**src/rtl/instruction_fetch_if.sv**
```systemverilog
// Instruction-memory request/response bus between the fetch stage (master)
// and the instruction memory (slave). One request may be outstanding at a time.
interface imem_if #(
  parameter int WIDTH = 32
);
  logic             imem_req;
  logic [WIDTH-1:0] imem_addr;
  logic             imem_valid;
  logic [31:0]      imem_rdata;

  modport master (
    output imem_req,
    output imem_addr,
    input  imem_valid,
    input  imem_rdata
  );

  modport slave (
    input  imem_req,
    input  imem_addr,
    output imem_valid,
    output imem_rdata
  );
endinterface

```
**src/rtl/instruction_fetch.sv**
```systemverilog
// IF stage: owns the PC, issues single-outstanding fetches to a variable-latency
// instruction memory and drives the IF/ID register, with a 1-entry skid and EX redirect.
module instruction_fetch #(
  parameter int               WIDTH    = 32,
  parameter logic [WIDTH-1:0] RESET_PC = '0
) (
  input  logic             clk,
  input  logic             rst,
  imem_if.master           imem,
  input  logic             stall,
  input  logic             branch_taken,
  input  logic [WIDTH-1:0] branch_target,
  output logic [31:0]      instruction,
  output logic [WIDTH-1:0] pc_out,
  output logic             inst_valid
);
  localparam logic [31:0] NOP = 32'h0000_0013;

  typedef enum logic [1:0] {REQ, WAIT, SKID} state_t;

  function automatic logic [WIDTH-1:0] pc_inc(input logic [WIDTH-1:0] pc);
    return pc + WIDTH'(4);
  endfunction

  function automatic logic [WIDTH-1:0] align4(input logic [WIDTH-1:0] addr);
    return {addr[WIDTH-1:2], 2'b00};
  endfunction

  state_t           state_q, state_d;
  logic             kill_q, kill_d;
  logic [WIDTH-1:0] pc_p0, pc_p0_d;
  logic [31:0]      skid_instr_p1;
  logic [WIDTH-1:0] skid_pc_p1;
  logic [31:0]      instr_p1;
  logic [WIDTH-1:0] pc_p1;
  logic             vld_p1, vld_p1_d;
  logic             load_mem, load_skid, fill_skid;
  logic             req;

  assign req            = (state_q == REQ) & ~stall & ~branch_taken & ~rst;
  assign imem.imem_req  = req;
  assign imem.imem_addr = pc_p0;

  always_comb begin
    state_d   = state_q;
    kill_d    = kill_q;
    pc_p0_d   = pc_p0;
    load_mem  = 1'b0;
    load_skid = 1'b0;
    fill_skid = 1'b0;
    vld_p1_d  = stall ? vld_p1 : 1'b0;

    if (branch_taken) begin
      pc_p0_d  = align4(branch_target);
      vld_p1_d = 1'b0;
      // A request still in flight must be swallowed when it eventually returns.
      if (state_q == WAIT && !imem.imem_valid) begin
        kill_d  = 1'b1;
        state_d = WAIT;
      end else begin
        kill_d  = 1'b0;
        state_d = REQ;
      end
    end else begin
      unique case (state_q)
        REQ: begin
          if (req) state_d = WAIT;
        end
        WAIT: begin
          if (imem.imem_valid) begin
            if (kill_q) begin
              kill_d  = 1'b0;
              state_d = REQ;
            end else if (!stall) begin
              load_mem = 1'b1;
              vld_p1_d = 1'b1;
              pc_p0_d  = pc_inc(pc_p0);
              state_d  = REQ;
            end else begin
              fill_skid = 1'b1;
              pc_p0_d   = pc_inc(pc_p0);
              state_d   = SKID;
            end
          end
        end
        SKID: begin
          if (!stall) begin
            load_skid = 1'b1;
            vld_p1_d  = 1'b1;
            state_d   = REQ;
          end
        end
        default: state_d = REQ;
      endcase
    end
  end

  // p0: fetch control and PC; p1: IF/ID register
  always_ff @(posedge clk) begin
    if (rst) begin
      state_q  <= REQ;
      kill_q   <= 1'b0;
      pc_p0    <= RESET_PC;
      vld_p1   <= 1'b0;
      instr_p1 <= NOP;
      pc_p1    <= RESET_PC;
    end else begin
      state_q <= state_d;
      kill_q  <= kill_d;
      pc_p0   <= pc_p0_d;
      vld_p1  <= vld_p1_d;
      if (load_mem) begin
        instr_p1 <= imem.imem_rdata;
        pc_p1    <= pc_p0;
      end else if (load_skid) begin
        instr_p1 <= skid_instr_p1;
        pc_p1    <= skid_pc_p1;
      end
    end
  end

  // Skid contents are only meaningful in SKID, so they carry no reset.
  always_ff @(posedge clk) begin
    if (fill_skid) begin
      skid_instr_p1 <= imem.imem_rdata;
      skid_pc_p1    <= pc_p0;
    end
  end

  assign instruction = instr_p1;
  assign pc_out      = pc_p1;
  assign inst_valid  = vld_p1;
endmodule

```
**src/flat_wrapper.sv**
```systemverilog
// flat-port wrapper written by rule: the top's interface ports become plain ports
module instruction_fetch_flat 
#(
  parameter int               WIDTH    = 32,
  parameter logic [WIDTH-1:0] RESET_PC = '0
)
  (clk, rst, stall, branch_taken, branch_target, instruction, pc_out, inst_valid, imem_imem_req, imem_imem_addr, imem_imem_valid, imem_imem_rdata);
  imem_if #(.WIDTH(WIDTH)) imem_i ();
  input  logic clk;
  input  logic rst;
  input  logic stall;
  input  logic branch_taken;
  input  logic [WIDTH-1:0] branch_target;
  output logic [31:0] instruction;
  output logic [WIDTH-1:0] pc_out;
  output logic inst_valid;
  output wire logic [$bits(imem_i.imem_req)-1:0] imem_imem_req;
  output wire logic [$bits(imem_i.imem_addr)-1:0] imem_imem_addr;
  input wire logic [$bits(imem_i.imem_valid)-1:0] imem_imem_valid;
  input wire logic [$bits(imem_i.imem_rdata)-1:0] imem_imem_rdata;
  assign imem_imem_req = imem_i.imem_req;
  assign imem_imem_addr = imem_i.imem_addr;
  assign imem_i.imem_valid = imem_imem_valid;
  assign imem_i.imem_rdata = imem_imem_rdata;
  instruction_fetch #(.WIDTH(WIDTH), .RESET_PC(RESET_PC)) u_core (.clk(clk), .rst(rst), .imem(imem_i), .stall(stall), .branch_taken(branch_taken), .branch_target(branch_target), .instruction(instruction), .pc_out(pc_out), .inst_valid(inst_valid));
endmodule
```
**config.mk**
```make
export PLATFORM = sky130hd
export DESIGN_NAME = instruction_fetch_flat
export DESIGN_NICKNAME = d
export VERILOG_FILES = /design/src/rtl/instruction_fetch_if.sv /design/src/rtl/instruction_fetch.sv /design/src/flat_wrapper.sv
export SDC_FILE = /design/constraint.sdc
export NUM_CORES = 1
export LEC_CHECK = 0
export ABC_AREA = 1
export ABC_CLOCK_PERIOD_IN_PS = 4200
export CAP_MARGIN = 40
export CORE_MARGIN = 3
export CORE_UTILIZATION = 45
export CTS_CLUSTER_DIAMETER = 50
export CTS_CLUSTER_SIZE = 10
export DETAILED_ROUTE_END_ITERATION = 8
export MAX_ROUTING_LAYER = met4
export PLACE_DENSITY = 0.76
export SETUP_SLACK_MARGIN = 0.5
export SYNTH_ARGS = -nofsm -noshare
export SYNTH_HDL_FRONTEND = slang
export SYNTH_SLANG_ARGS = --single-unit
```
**constraint.sdc**
```tcl
create_clock -name clk -period 4.2 [get_ports clk]
set_clock_uncertainty 0.1 [all_clocks]
set_input_delay 0.42 -clock clk [delete_from_list [all_inputs] [get_ports clk]]
set_output_delay 0.42 -clock clk [all_outputs]
set_load 0.01 [all_outputs]
```
==> impl_metrics.csv, run 1 <==
group,metric,value,unit
floorplan,die-area,17000,um^2
floorplan,ioPinCount,167,
clocking,post_cts_resized,0,
run_status,outcome,"finished clean",
critical_path,cp-start-kind,"input pin",
global_routing,grt_pass1_vias,5637,
power_and_ir_drop,peakVddDrop,0.254,mV
sta,hold_violations,0,
sta,relSlewSlack,55.7,%
clocking,postCtsHoldBufs,0,
floorplan,die-width,130,um
clocking,clock_path_buffers,2,
critical_path,worstPathRequired,3680,ps
sta,max_freq,322,MHz
detailed_routing,wl_per_cell,15.5,um
clocking,h-tree-depth,4,
global_routing,antenna_found_initial,0,
detailed_routing,drtIter0Drc,499,
yosys,synth-edff-count,62,
critical_path,critPathBufInv,4,
sta,rsz0062_at_grt,"no",
layout,n_antenna_cell,0,
layout,layout-drive-gt1-share,5.85,%
critical_path,reg2reg_slack,1220,ps
global_routing,grt_pass1_wl,28800,um
sta,drv_slew,0,
sta,setup_tns,0,ps
min_path,hold_class,"in2reg",
layout,fill_cells,1271,
detailed_routing,drc,0,
yosys,synth_ff_type,"dfxtp_1",
layout,final_cell_mix,"nand2_1, clkdlybuf4s50_1, nor2_1",
clocking,numCtsBuffers,17,
sta,holdWs,303,ps
detailed_routing,met3_length,1040,um
critical_path,critPathMaxStageDelay,570,ps
floorplan,num_rows,44,
layout,final_common_cell,"nand2_1",
critical_path,critPathKind,"in2out",
yosys,yosysUniqueCellTypes,32,
sta,finalSetupViolations,0,
critical_path,crit_path_top_delay_cell,"clkdlybuf4s50_1",
critical_path,crit_chain,"clkdlybuf4s50_1, buf_4, inv_2, nand2_1, nor2_1, clkdlybuf4s50_1",
yosys,synthArstFlopShare,0,%
layout,area_growth,32.9,%
run,cap_violations,0,
placement,place_congestion,0.878,
floorplan,coreArea,14800,um^2
detailed_routing,dr_total_vias,6250,
detailed_routing,routed_via_density,5.24,
critical_path,cp_data_arrival_time,2590,ps
sta,worstMarginPinSlew,664,ps
floorplan,initial_core_util,46.9,%
yosys,syn_area,6950,um^2
clocking,cts_tree,"built",
yosys,syn_area_per_cell,8.16,um^2
detailed_routing,totalWireLength,18500,um
critical_path,cp_top_family,"buffers and inverters",
sta,fin_crit,3110,ps
clocking,clk_pin_slew,60,ps
clocking,cts_sinks,158,
yosys,synth_cells,852,
critical_path,end_kind,"output port",
sta,fin_crit_sh,74.0,%
global_routing,grt_max_degree,64,
detailed_routing,wirelength_met1,8270,um
global_routing,grt_usage,22.4,%
critical_path,worst_path_most_repeated_cell,"clkdlybuf4s50_1",
yosys,ys_warn_count,0,
yosys,synth.ff_latch_count,158,
detailed_routing,dr.pass1.iters,5,
yosys,ys_seq_area_share,54.4,%
placement,place_hpwl,12400,um
clocking,insertion_delay,420,ps
detailed_routing,highest_layer,"met4",
placement,portBuffers,160,
clocking,cts_setup_buffers,0,
detailed_routing,wl_met2,8800,um
global_routing,grt-ovfl-total,0,
critical_path,crit_path_max_fanout,30,
detailed_routing,antenna_left,0,
power_and_ir_drop,p_leak,3.28,nW
floorplan,die_h,130,um
power_and_ir_drop,power_density,373,nW/um^2
clocking,root_buffer,"clkbuf_16",
power_and_ir_drop,power,3.45,mW
layout,fin_nets,1070,
area by class of cell:
cell class,instances,area (um^2),area share [%]
sequential,158,3780,40.9
multi-input combinational,589,2700,29.3
inverter,60,226,2.45
tap,184,230,2.49
clock inverter,11,141,1.53
clock buffer,21,450,4.87
timing repair buffer,170,1700,18.4
tightest hold or removal path, stage by stage:
cell and delay, ps:
buf_2 90, inv_1 140, o211ai_1 130
synth_stat cells (6+ instances only):
cell type  instances  area share (%)
a21oi_1          114             8.2
a31oi_1           10            0.90
buf_2             10            0.72
buf_6              7             1.1
clkbuf_1          25             1.4
dfxtp_1           96              28
edfxtp_1          62              27
inv_1             53             2.9
inv_2              6            0.32
nand2_1          187              10
nand3_1           34             2.4
nor2_1           123             6.6
o21ai_0           18             1.3
o21ai_1           63             4.5
logic make-up after synthesis:
logic type | synth area share, %
adders and majority gates | 0.900
DFF | 54.4
other | 0.0540
and+or+nand+nor | 21.3
xor gates and xnor gates | 0.630
buffers and inverters | 7.00
AOI/OAI and AO/OA | 15.7
routing by layer:
metal	global-route usage (%)	vias to the layer above
li1	-	3120
met1	29.4	2876
met2	34.8	223
met3	3.93	31
met4	8.25	0
met5	-	-
where the power goes:
group	internal (mW)	total [mW]	leakage [nW]	switching (mW)
clock network	0.947	1.55	0.281	0.598
logic	0.125	0.252	1.65	0.127
registers	1.62	1.65	1.35	0.0352
total	2.69	3.45	3.28	0.760
path summary, 6_finish.rpt:
path | depth (start not counted) | startpoint | end
hold reg to reg | 2 | u_core.pc_out[6] | u_core.pc_out[6]
setup reg to reg | 11 | u_core.state_q[1] | u_core.pc_out[7]
setup / recovery | 6 | branch_taken | imem_imem_req
hold / removal | 3 | rst | u_core.instruction[1]
sequential cells by signal, summed over array words and instances (netlist names):
register               count
u_core.state_q             2
u_core.skid_pc_p1         30
u_core.instruction        32
u_core.inst_valid          1
u_core.skid_instr_p1      32
u_core.imem.imem_addr     30
u_core.pc_out             30
u_core.kill_q              1
metrics by stage:
stage	utilization [%]	instances	worst slack (ps)	cell area, um^2
floorplan	-	855	1040	6960
global route	62.4	1193	907	9240
finish	62.4	1193	1090	9240
CTS	62.4	1193	1110	9240
detailed placement	58.4	1161	936	8650
global placement	58.2	1160	992	8620
Power figures use the tool's default switching activity.
==> run 2, diff against run 1 <==
- ABC_CLOCK_PERIOD_IN_PS: 4200 -> 2800
- clock period: 4.2 -> 2.8 ns (I/O delays scaled with it)
==> impl_metrics.csv, run 2 (synthesis gave the netlist of run 1 again) <==
group,metric,value,unit
critical_path,crit_chain,"inv_2, ha_4, nand3_4, nor2_4, inv_2, nor2_4, buf_12",
sta,hold_violations,0,
sta,holdWs,145,ps
critical_path,critPathKind,"reg2reg",
placement,place_hpwl,12500,um
critical_path,end_kind,"register",
global_routing,grt_pass1_vias,5720,
min_path,hp-start,"rst",
floorplan,initial_core_util,46.9,%
detailed_routing,drtIter0Drc,613,
placement,portBuffers,160,
min_path,hold_class,"in2reg",
clocking,cts_sinks,158,
global_routing,grt_max_degree,67,
global_routing,grt_usage,22.7,%
critical_path,cp-start-kind,"register",
power_and_ir_drop,p_leak,3.35,nW
clocking,postCtsHoldBufs,0,
clocking,cts_setup_buffers,0,
detailed_routing,routed_via_density,5.15,
run,cap_violations,0,
power_and_ir_drop,p_int,4.14,mW
power_and_ir_drop,p_seq_share,46.6,%
sta,drv_slew,0,
floorplan,coreArea,14800,um^2
power_and_ir_drop,power_density,568,nW/um^2
floorplan,ioPinCount,167,
detailed_routing,totalWireLength,18500,um
layout,final_area,9370,um^2
placement,place_ws,289,ps
critical_path,cp_data_arrival_time,2200,ps
floorplan,die-width,130,um
sta,finalSetupViolations,0,
layout,multiInputGateArea,2720,um^2
global_routing,grt-ovfl-total,0,
layout,n_antenna_cell,0,
critical_path,reg2reg_slack,610,ps
detailed_routing,antenna_left,0,
layout,post-route-util,63.3,%
critical_path,worstReg2RegStart,"u_core.state_q[1]",
power_and_ir_drop,power,5.32,mW
placement,placed_area,8730,um^2
placement,place_congestion,0.899,
sta,setup_tns,0,ps
clocking,numCtsBuffers,17,
layout,fill_cells,1260,
global_routing,grt_pass1_wl,29500,um
clocking,cts_tree,"built",
global_routing,antenna_found_initial,0,
sta,finalWorstSetupSlack,613,ps
detailed_routing,drc,0,
clocking,insertion_delay,430,ps
clocking,clock_path_buffers,2,
floorplan,die_h,130,um
layout,layoutNonFillerInstCount,1199,
critical_path,crit_path_top_delay_cell,"nor2_4",
layout,layout-drive-gt1-share,7.09,%
layout,fin_nets,1076,
power_and_ir_drop,peakVddDrop,0.425,mV
power_and_ir_drop,pwr-share-comb,7.2,%
sta,max_freq,457,MHz
run_status,outcome,"finished clean",
detailed_routing,dr.pass1.iters,5,
layout,final_cell_mix,"nand2_1, clkdlybuf4s50_1, nor2_1",
clocking,h-tree-depth,4,
critical_path,worstPathRequired,2820,ps
power_and_ir_drop,switchingPower,1.18,mW
min_path,hold_depth,3,
clocking,clk_pin_slew,60,ps
sta,fin_crit,2190,ps
detailed_routing,dr_total_vias,6179,
layout,area_growth,34.8,%
clocking,root_buffer,"clkbuf_16",
power_and_ir_drop,p_sw_share,22.2,%
layout,regArea,3790,um^2
sta,rsz0062_at_grt,"no",
sta,fin_crit_sh,78.1,%
power_and_ir_drop,pwr-share-clk,46.2,%
floorplan,num_rows,44,
detailed_routing,wl_per_cell,15.5,um
critical_path,worstReg2RegEnd,"u_core.skid_instr_p1[9]",
min_path,hold_end,"u_core.instruction[1]",
critical_path,crit_path_max_fanout,33,
floorplan,die-area,17000,um^2
critical_path,critPathMaxStageDelay,370,ps
critical_path,r2r_cells,7,
layout,final_common_cell,"nand2_1",
placement,dp.cells,1167,
## run 2: timing repair
item                                   in CTS  in global routing
gates resized for setup                     1                  2
pin swaps                                   0                  1
setup endpoints to repair                   1                 42
endpoints found under the hold margin       0                  0
## run 2: how the worst max path moves through the flow
stage	startpoint	end	slack [ps]	cells after the start
6_report	u_core.state_q[1]	u_core.skid_instr_p1[9]	610	7
5_1_grt	u_core.state_q[1]	u_core.skid_instr_p1[11]	510	7
4_1_cts	branch_taken	imem_imem_req	540	5
3_5_place_dp	imem_imem_valid	u_core.skid_instr_p1[21]	290	6
3_3_place_gp	imem_imem_valid	u_core.skid_instr_p1[23]	330	6
2_1_floorplan	u_core.state_q[1]	u_core.skid_instr_p1[0]	430	6
## run 2: worst max-delay path: cells and delay by family, from the launching register on
kind / cells / cell delay (ps)
adders and majority gates: 1 / 160
buffers and inverters: 3 / 500
DFF: 1 / 330
and+or+nand+nor: 3 / 770
## run 2: cell type report
class	instances	area share (%)
clock buffers	19	4.73
clock inverters	13	1.98
inverters	60	2.47
multi-input cells	589	29.0
flip-flops and latches	158	40.4
well taps	184	2.46
repair buffers	176	19.0
## run 2: power groups by stage
stage	sequential, mW	combinational (mW)	clock (mW)
floorplan	2.53	0.155	0
global placement	2.53	0.371	0
detailed placement	2.53	0.381	0
CTS	2.48	0.385	2.48
global route	2.48	0.421	2.58
finish	2.48	0.384	2.46
## run 2: layer usage
metal / vias up / GRT usage, % / part of all wire (%) / routed length, um
li1: 3143 / - / - / -
met1: 2807 / 30.1 / 45 / 8390
met2: 202 / 35.4 / 48 / 8830
met3: 27 / 3.93 / 5.2 / 958
met4: 0 / 7.64 / 2.0 / 366
met5: - / - / 0 / 0
